## config.mk

```make
export PLATFORM = sky130hd
export DESIGN_NAME = alu_op_sequencer_flat
export DESIGN_NICKNAME = d
export VERILOG_FILES = /design/src/rtl/alu_pkg.sv /design/src/rtl/alu_op_sequencer_if.sv /design/src/rtl/alu_op_sequencer.sv /design/src/flat_wrapper.sv
export SDC_FILE = /design/constraint.sdc
export NUM_CORES = 1
export LEC_CHECK = 0
export CORE_UTILIZATION = 49
export DETAILED_ROUTE_END_ITERATION = 12
export PLACE_DENSITY = 0.81
export SLEW_MARGIN = 10
export SYNTH_ARGS = -nofsm -noshare
export SYNTH_HDL_FRONTEND = slang
export SYNTH_SLANG_ARGS = --single-unit
```

## constraint.sdc

```tcl
create_clock -name clk -period 2.3 [get_ports clk]
set_clock_uncertainty 0.05 [all_clocks]
set_input_delay 0.575 -clock clk [delete_from_list [all_inputs] [get_ports clk]]
set_output_delay 0.575 -clock clk [all_outputs]
set_load 0.02 [all_outputs]
```

## src/rtl/alu_pkg.sv

```systemverilog
// Shared encodings for the ALU front-end: ALU control codes, request opcodes
// and the sequencer state encoding.
package alu_pkg;

  localparam logic [2:0] ALU_ADD = 3'b000;
  localparam logic [2:0] ALU_SUB = 3'b001;
  localparam logic [2:0] ALU_AND = 3'b010;
  localparam logic [2:0] ALU_OR  = 3'b011;

  localparam logic [2:0] OP_ADD = 3'b000;
  localparam logic [2:0] OP_SUB = 3'b001;
  localparam logic [2:0] OP_AND = 3'b010;
  localparam logic [2:0] OP_OR  = 3'b011;
  localparam logic [2:0] OP_MUL = 3'b100;

  typedef logic [1:0] state_t;

  localparam state_t ST_IDLE = 2'd0;
  localparam state_t ST_EXEC = 2'd1;
  localparam state_t ST_MUL  = 2'd2;
  localparam state_t ST_RESP = 2'd3;

endpackage

```

## src/rtl/alu_op_sequencer_if.sv

```systemverilog
// Request/response channel between the execute-stage requester (master)
// and the ALU operation sequencer (slave).
interface alu_op_sequencer_if #(
  parameter int WIDTH = 32
);
  logic             req_valid;
  logic             req_ready;
  logic [2:0]       req_op;
  logic [WIDTH-1:0] req_a;
  logic [WIDTH-1:0] req_b;
  logic             rsp_valid;
  logic             rsp_ready;
  logic [WIDTH-1:0] rsp_result;
  logic             rsp_zero;
  logic             rsp_err;

  modport master (
    output req_valid, req_op, req_a, req_b, rsp_ready,
    input  req_ready, rsp_valid, rsp_result, rsp_zero, rsp_err
  );

  modport slave (
    input  req_valid, req_op, req_a, req_b, rsp_ready,
    output req_ready, rsp_valid, rsp_result, rsp_zero, rsp_err
  );
endinterface

```

## src/rtl/alu_op_sequencer.sv

```systemverilog
// Front-end controller for the shared ALU: single-pass ADD/SUB/AND/OR and an
// iterative shift-add MUL that reuses the ALU add path.
module alu_op_sequencer
  import alu_pkg::*;
#(
  parameter int WIDTH      = 32,
  parameter bit EARLY_EXIT = 1'b1
) (
  input  logic                clk,
  input  logic                rst_n,
  alu_op_sequencer_if.slave   bus,
  output logic [2:0]          alu_control,
  output logic [WIDTH-1:0]    alu_src1,
  output logic [WIDTH-1:0]    alu_src2,
  input  logic [WIDTH-1:0]    alu_ans,
  input  logic                alu_zero
);

  localparam int IW = $clog2(WIDTH) + 1;

  state_t           state;
  logic [2:0]       op;
  logic [WIDTH-1:0] op_a;
  logic [WIDTH-1:0] op_b;
  logic [WIDTH-1:0] acc;
  logic [IW-1:0]    iter;
  logic [WIDTH-1:0] rsp_result_q;
  logic             rsp_zero_q;
  logic             rsp_err_q;

  logic             op_legal;
  logic [WIDTH-1:0] acc_next;
  logic             mul_done;

  assign op_legal = ~op[2];
  assign acc_next = op_b[0] ? alu_ans : acc;
  // A zero multiplier on entry also exits here after one pass with acc still 0.
  assign mul_done = (iter == IW'(WIDTH - 1)) ||
                    (EARLY_EXIT && ((op_b >> 1) == '0));

  assign bus.req_ready  = rst_n && (state == ST_IDLE);
  assign bus.rsp_valid  = (state == ST_RESP);
  assign bus.rsp_result = rsp_result_q;
  assign bus.rsp_zero   = rsp_zero_q;
  assign bus.rsp_err    = rsp_err_q;

  // ALU sits at add/0/0 except while an operation is actually using it.
  always_comb begin
    alu_control = ALU_ADD;
    alu_src1    = '0;
    alu_src2    = '0;
    case (state)
      ST_EXEC: begin
        if (op_legal) begin
          alu_control = op;
          alu_src1    = op_a;
          alu_src2    = op_b;
        end
      end
      ST_MUL: begin
        alu_control = ALU_ADD;
        alu_src1    = acc;
        alu_src2    = op_a;
      end
      default: ;
    endcase
  end

  always_ff @(posedge clk) begin
    if (!rst_n) begin
      state        <= ST_IDLE;
      op           <= '0;
      op_a         <= '0;
      op_b         <= '0;
      acc          <= '0;
      iter         <= '0;
      rsp_result_q <= '0;
      rsp_zero_q   <= 1'b0;
      rsp_err_q    <= 1'b0;
    end else begin
      case (state)
        ST_IDLE: begin
          if (bus.req_valid && bus.req_ready) begin
            op    <= bus.req_op;
            op_a  <= bus.req_a;
            op_b  <= bus.req_b;
            acc   <= '0;
            iter  <= '0;
            state <= (bus.req_op == OP_MUL) ? ST_MUL : ST_EXEC;
          end
        end
        ST_EXEC: begin
          if (op_legal) begin
            rsp_result_q <= alu_ans;
            rsp_zero_q   <= alu_zero;
            rsp_err_q    <= 1'b0;
          end else begin
            rsp_result_q <= '0;
            rsp_zero_q   <= 1'b0;
            rsp_err_q    <= 1'b1;
          end
          state <= ST_RESP;
        end
        ST_MUL: begin
          acc  <= acc_next;
          op_a <= op_a << 1;
          op_b <= op_b >> 1;
          iter <= iter + 1'b1;
          if (mul_done) begin
            rsp_result_q <= acc_next;
            rsp_zero_q   <= (acc_next == '0);
            rsp_err_q    <= 1'b0;
            state        <= ST_RESP;
          end
        end
        ST_RESP: begin
          if (bus.rsp_ready) begin
            state <= ST_IDLE;
          end
        end
        default: state <= ST_IDLE;
      endcase
    end
  end

endmodule

```

## src/flat_wrapper.sv

```systemverilog
// flat-port wrapper written by rule: the top's interface ports become plain ports
module alu_op_sequencer_flat import alu_pkg::*;
#(
  parameter int WIDTH      = 32,
  parameter bit EARLY_EXIT = 1'b1
)
  (clk, rst_n, alu_control, alu_src1, alu_src2, alu_ans, alu_zero, bus_req_valid, bus_req_op, bus_req_a, bus_req_b, bus_rsp_ready, bus_req_ready, bus_rsp_valid, bus_rsp_result, bus_rsp_zero, bus_rsp_err);
  alu_op_sequencer_if #(.WIDTH(WIDTH)) bus_i ();
  input  logic clk;
  input  logic rst_n;
  output logic [2:0] alu_control;
  output logic [WIDTH-1:0] alu_src1;
  output logic [WIDTH-1:0] alu_src2;
  input  logic [WIDTH-1:0] alu_ans;
  input  logic alu_zero;
  input wire logic [$bits(bus_i.req_valid)-1:0] bus_req_valid;
  input wire logic [$bits(bus_i.req_op)-1:0] bus_req_op;
  input wire logic [$bits(bus_i.req_a)-1:0] bus_req_a;
  input wire logic [$bits(bus_i.req_b)-1:0] bus_req_b;
  input wire logic [$bits(bus_i.rsp_ready)-1:0] bus_rsp_ready;
  output wire logic [$bits(bus_i.req_ready)-1:0] bus_req_ready;
  output wire logic [$bits(bus_i.rsp_valid)-1:0] bus_rsp_valid;
  output wire logic [$bits(bus_i.rsp_result)-1:0] bus_rsp_result;
  output wire logic [$bits(bus_i.rsp_zero)-1:0] bus_rsp_zero;
  output wire logic [$bits(bus_i.rsp_err)-1:0] bus_rsp_err;
  assign bus_i.req_valid = bus_req_valid;
  assign bus_i.req_op = bus_req_op;
  assign bus_i.req_a = bus_req_a;
  assign bus_i.req_b = bus_req_b;
  assign bus_i.rsp_ready = bus_rsp_ready;
  assign bus_req_ready = bus_i.req_ready;
  assign bus_rsp_valid = bus_i.rsp_valid;
  assign bus_rsp_result = bus_i.rsp_result;
  assign bus_rsp_zero = bus_i.rsp_zero;
  assign bus_rsp_err = bus_i.rsp_err;
  alu_op_sequencer #(.WIDTH(WIDTH), .EARLY_EXIT(EARLY_EXIT)) u_core (.clk(clk), .rst_n(rst_n), .bus(bus_i), .alu_control(alu_control), .alu_src1(alu_src1), .alu_src2(alu_src2), .alu_ans(alu_ans), .alu_zero(alu_zero));
endmodule
```

==> results.json <==
{
  "outcome": "complete, but fails checks",
  "violations": "setup timing",
  "routed_via_density": 6.09,
  "endpoint_kind": "output pin",
  "crit_path_start_kind": "flip-flop",
  "cp.arrival_ps": 1900,
  "finalCritPeriodShare": 1.10,
  "vias": 8185,
  "synth_top_family_by_area": "compound AO/OA/AOI/OAI gates",
  "setup_slack_ps": -228,
  "rows": 45,
  "grt_max_degree": 53,
  "path_max_fanout": 4,
  "cts-buffers-inserted": 17,
  "hold_viol": 0,
  "whs_path_depth": 2,
  "drv_cap": 0,
  "dpl_cell_area_sq_um": 10500,
  "clock-sinks": 141,
  "slew_headroom": 0.525,
  "p_leak_nw": 4.28,
  "grt-ovfl-total": 0,
  "cts_tree": "yes",
  "ys_types": 47,
  "pwr-share-seq": 0.267,
  "die_x_microns": 127,
  "antenna_found_initial": 1,
  "finalSetupTns_ps": -10880,
  "gp_congestion": 0.885,
  "avgSynthCellArea_sq_um": 8.89,
  "criticalPathCategory": "flip-flop to output pin",
  "grt_pass1_vias": 7485,
  "drc": 0,
  "synthMuxAreaShare": 0.0898,
  "rrSetupSlack_ps": 30,
  "grt_use_met2": 0.505,
  "design.core.area_sq_um": 15300,
  "syn_to_final_growth_pct": 52.0,
  "setup_viol_count_final": 66,
  "syn_inst": 864,
  "synth-edff-count": 0,
  "worst_skew_pair.late_latency_ps": 430,
  "power.internal_mw": 8.85,
  "hold_end": "u_core.op[0]$_SDFFE_PN0P_",
  "pre_cts_ws_ps": -285,
  "grt_use_met1": 0.421,
  "first_pass_iters": 7,
  "grt_pass1_wl_mm": 40.4,
  "synth_compound_area_frac": 0.293,
  "reg2reg_to": "u_core.acc[13]$_SDFFE_PN0P_",
  "switchingPower_mw": 5.86,
  "crit_required_ps": 1670,
  "synth-seq-area-share": 0.368,
  "root_buffer": "clkbuf_16",
  "clock_power_share": 0.205,
  "grt_setup_unrepaired": "true",
  "grt.total_usage": 0.318,
  "layout.cells.non_filler": 1343,
  "synth_area_sq_um": 7680,
  "power_density_nw_per_um2": 1260,
  "wire_per_inst_microns": 20.1,
  "fmax_mhz": 396,
  "clkTransAtPathRegs_ps": 60,
  "ys_warn_count": 0,
  "drive_gt1_frac": 0.320,
  "syn-num-nets": 974,
  "tightest_slew_ps": 711,
  "ir_drop_mv": 0.743,
  "rr_worst_depth": 12,
  "comb_power_share": 0.528,
  "p_sw_frac": 0.398,
  "fin_util": 0.765,
  "place_inst": 1285,
  "start_util": 0.503,
  "design_area_sq_um": 11700,
  "die_area_sq_um": 16200,
  "min_period_ps": 2530,
  "power_mw": 14.7,
  "die_h_microns": 127,
  "synth_xor_xnor_area_share": 0.00342,
  "gr-usage-met3": 0.0611,
  "timing.rr.start": "u_core.state[1]$_SDFFE_PN0P_",
  "nNetsFinal": 1228,
  "cts_hold_buf": 0,
  "drt_iter0_drc": 879,
  "h-tree-depth": 4,
  "yosys_register_bits": 141,
  "grt.busiest_layer": "met2",
  "maxSlewViolCount": 0,
  "async_flop_share": 0,
  "routed_wl_mm": 27.1,
  "ant_nets": 0,
  "synth_fa_ha_area_frac": 0.00978,
  "io_pins": 207,
  "hpwl_mm": 17.6,
  "portBuffers": 205,
  "whs_ps": 407,
  "synth_ff_type": "dfxtp_1",
  "min-delay-start": "u_core.op[0]$_SDFFE_PN0P_",
  "yosys.area_share.simple": 0.171,
  "holdCritPathClass": "flip-flop to flip-flop",
  "clock_path_buffers": 2
}
-- power groups by stage --
stage	Combinational [mW]	Sequential (mW)	Clock [mW]
2_1_floorplan	3.96	3.99	0
3_3_place_gp	6.60	3.81	0
3_5_place_dp	6.70	3.83	0
4_1_cts	7.09	3.82	3.02
5_1_grt	8.20	4.00	3.12
6_report	7.76	3.93	3.02
-- area by class of cell --
type | count | area [sq um]
Multi-Input combinational cell | 628 | 4750
Inverter | 7 | 31.3
Sequential cell | 141 | 2830
Antenna cell | 1 | 2.50
Fill cell | 1056 | 3590
Timing Repair Buffer | 323 | 3160
Clock buffer | 19 | 443
Clock inverter | 13 | 195
Tap cell | 211 | 264
-- sequential cells by signal, indices dropped and copies added (netlist names) --
name,cells
u_core.iter,6
u_core.bus.rsp_result,32
u_core.state,2
u_core.op_a,32
u_core.op,3
u_core.acc,32
u_core.op_b,32
u_core.bus.rsp_err,1
u_core.bus.rsp_zero,1
-- metal layers --
metal	share of wire	vias to the layer above
met5	0	-
met4	0.036	0
met3	0.077	79
met2	0.47	449
met1	0.42	3918
li1	-	3739
-- layout by cell type, fill, tap and decap left out, types with 4 or more instances in the layout --
cell type,count
clkbuf_16,20
buf_12,20
inv_1,4
nand2_1,10
dfxtp_1,138
clkinv_2,6
clkdlybuf4s50_1,137
nor2_1,141
nor2b_1,59
nand4_1,6
buf_4,138
o21a_1,32
and2_1,4
mux2_2,31
a22oi_2,84
buf_2,5
nor4_1,20
nor3_1,4
bufinv_16,5
a22oi_1,17
mux2i_1,34
a221oi_1,31
o221ai_1,30
nand3_1,5
a21oi_1,42
buf_6,15
a211oi_1,31
-- kinds of logic (layout without fill, tap and decap cells) --
family	count (synthesis)	in the layout
mux	65	65
flops	141	141
xor+xnor	3	3
buf+inv	95	362
fa+ha+maj	6	6
simple gates	271	271
other cells	1	2
compound gates	282	282
-- worst max path at each step --
stage	start	end	slack, ps	cells past startpoint
2_1_floorplan	u_core.state[0]$_SDFFE_PN0P_	alu_src2[0]	70	7
3_3_place_gp	u_core.state[1]$_SDFFE_PN0P_	alu_src1[9]	-220	8
3_5_place_dp	u_core.state[1]$_SDFFE_PN0P_	alu_src1[1]	-280	8
4_1_cts	u_core.state[1]$_SDFFE_PN0P_	alu_src1[19]	-210	8
5_1_grt	u_core.state[1]$_SDFFE_PN0P_	alu_src1[22]	-270	8
6_report	u_core.state[1]$_SDFFE_PN0P_	alu_src2[17]	-230	8
-- what timing repair did --
action | in CTS | in global routing
resized for setup | 351 | 80
pin swaps | 7 | 24
cloned | 2 | 3
buffers inserted | 7 | 15
setup endpoints to repair | 102 | 75
-- cell usage after synthesis, types with 22 or more instances --
cell | instances | share of area
nor2_1 | 143 | 0.070
dfxtp_1 | 141 | 0.37
a22oi_1 | 71 | 0.069
nor2b_1 | 65 | 0.053
clkbuf_1 | 43 | 0.021
a21oi_1 | 42 | 0.027
mux2i_1 | 34 | 0.044
a211oi_1 | 32 | 0.031
o21a_1 | 32 | 0.031
a221oi_1 | 31 | 0.035
mux2_2 | 31 | 0.045
a22oi_2 | 30 | 0.049
o221ai_1 | 30 | 0.034
buf_2 | 22 | 0.014
-- worst max-delay path, cell delays in order, from the launching register on --
cell,delay [ps]
dfxtp_2,330
buf_4,140
ha_4,170
buf_12,130
buf_6,120
buf_4,150
a22oi_2,180
nor2b_1,70
buf_4,150
Power figures use the tool's default switching activity.
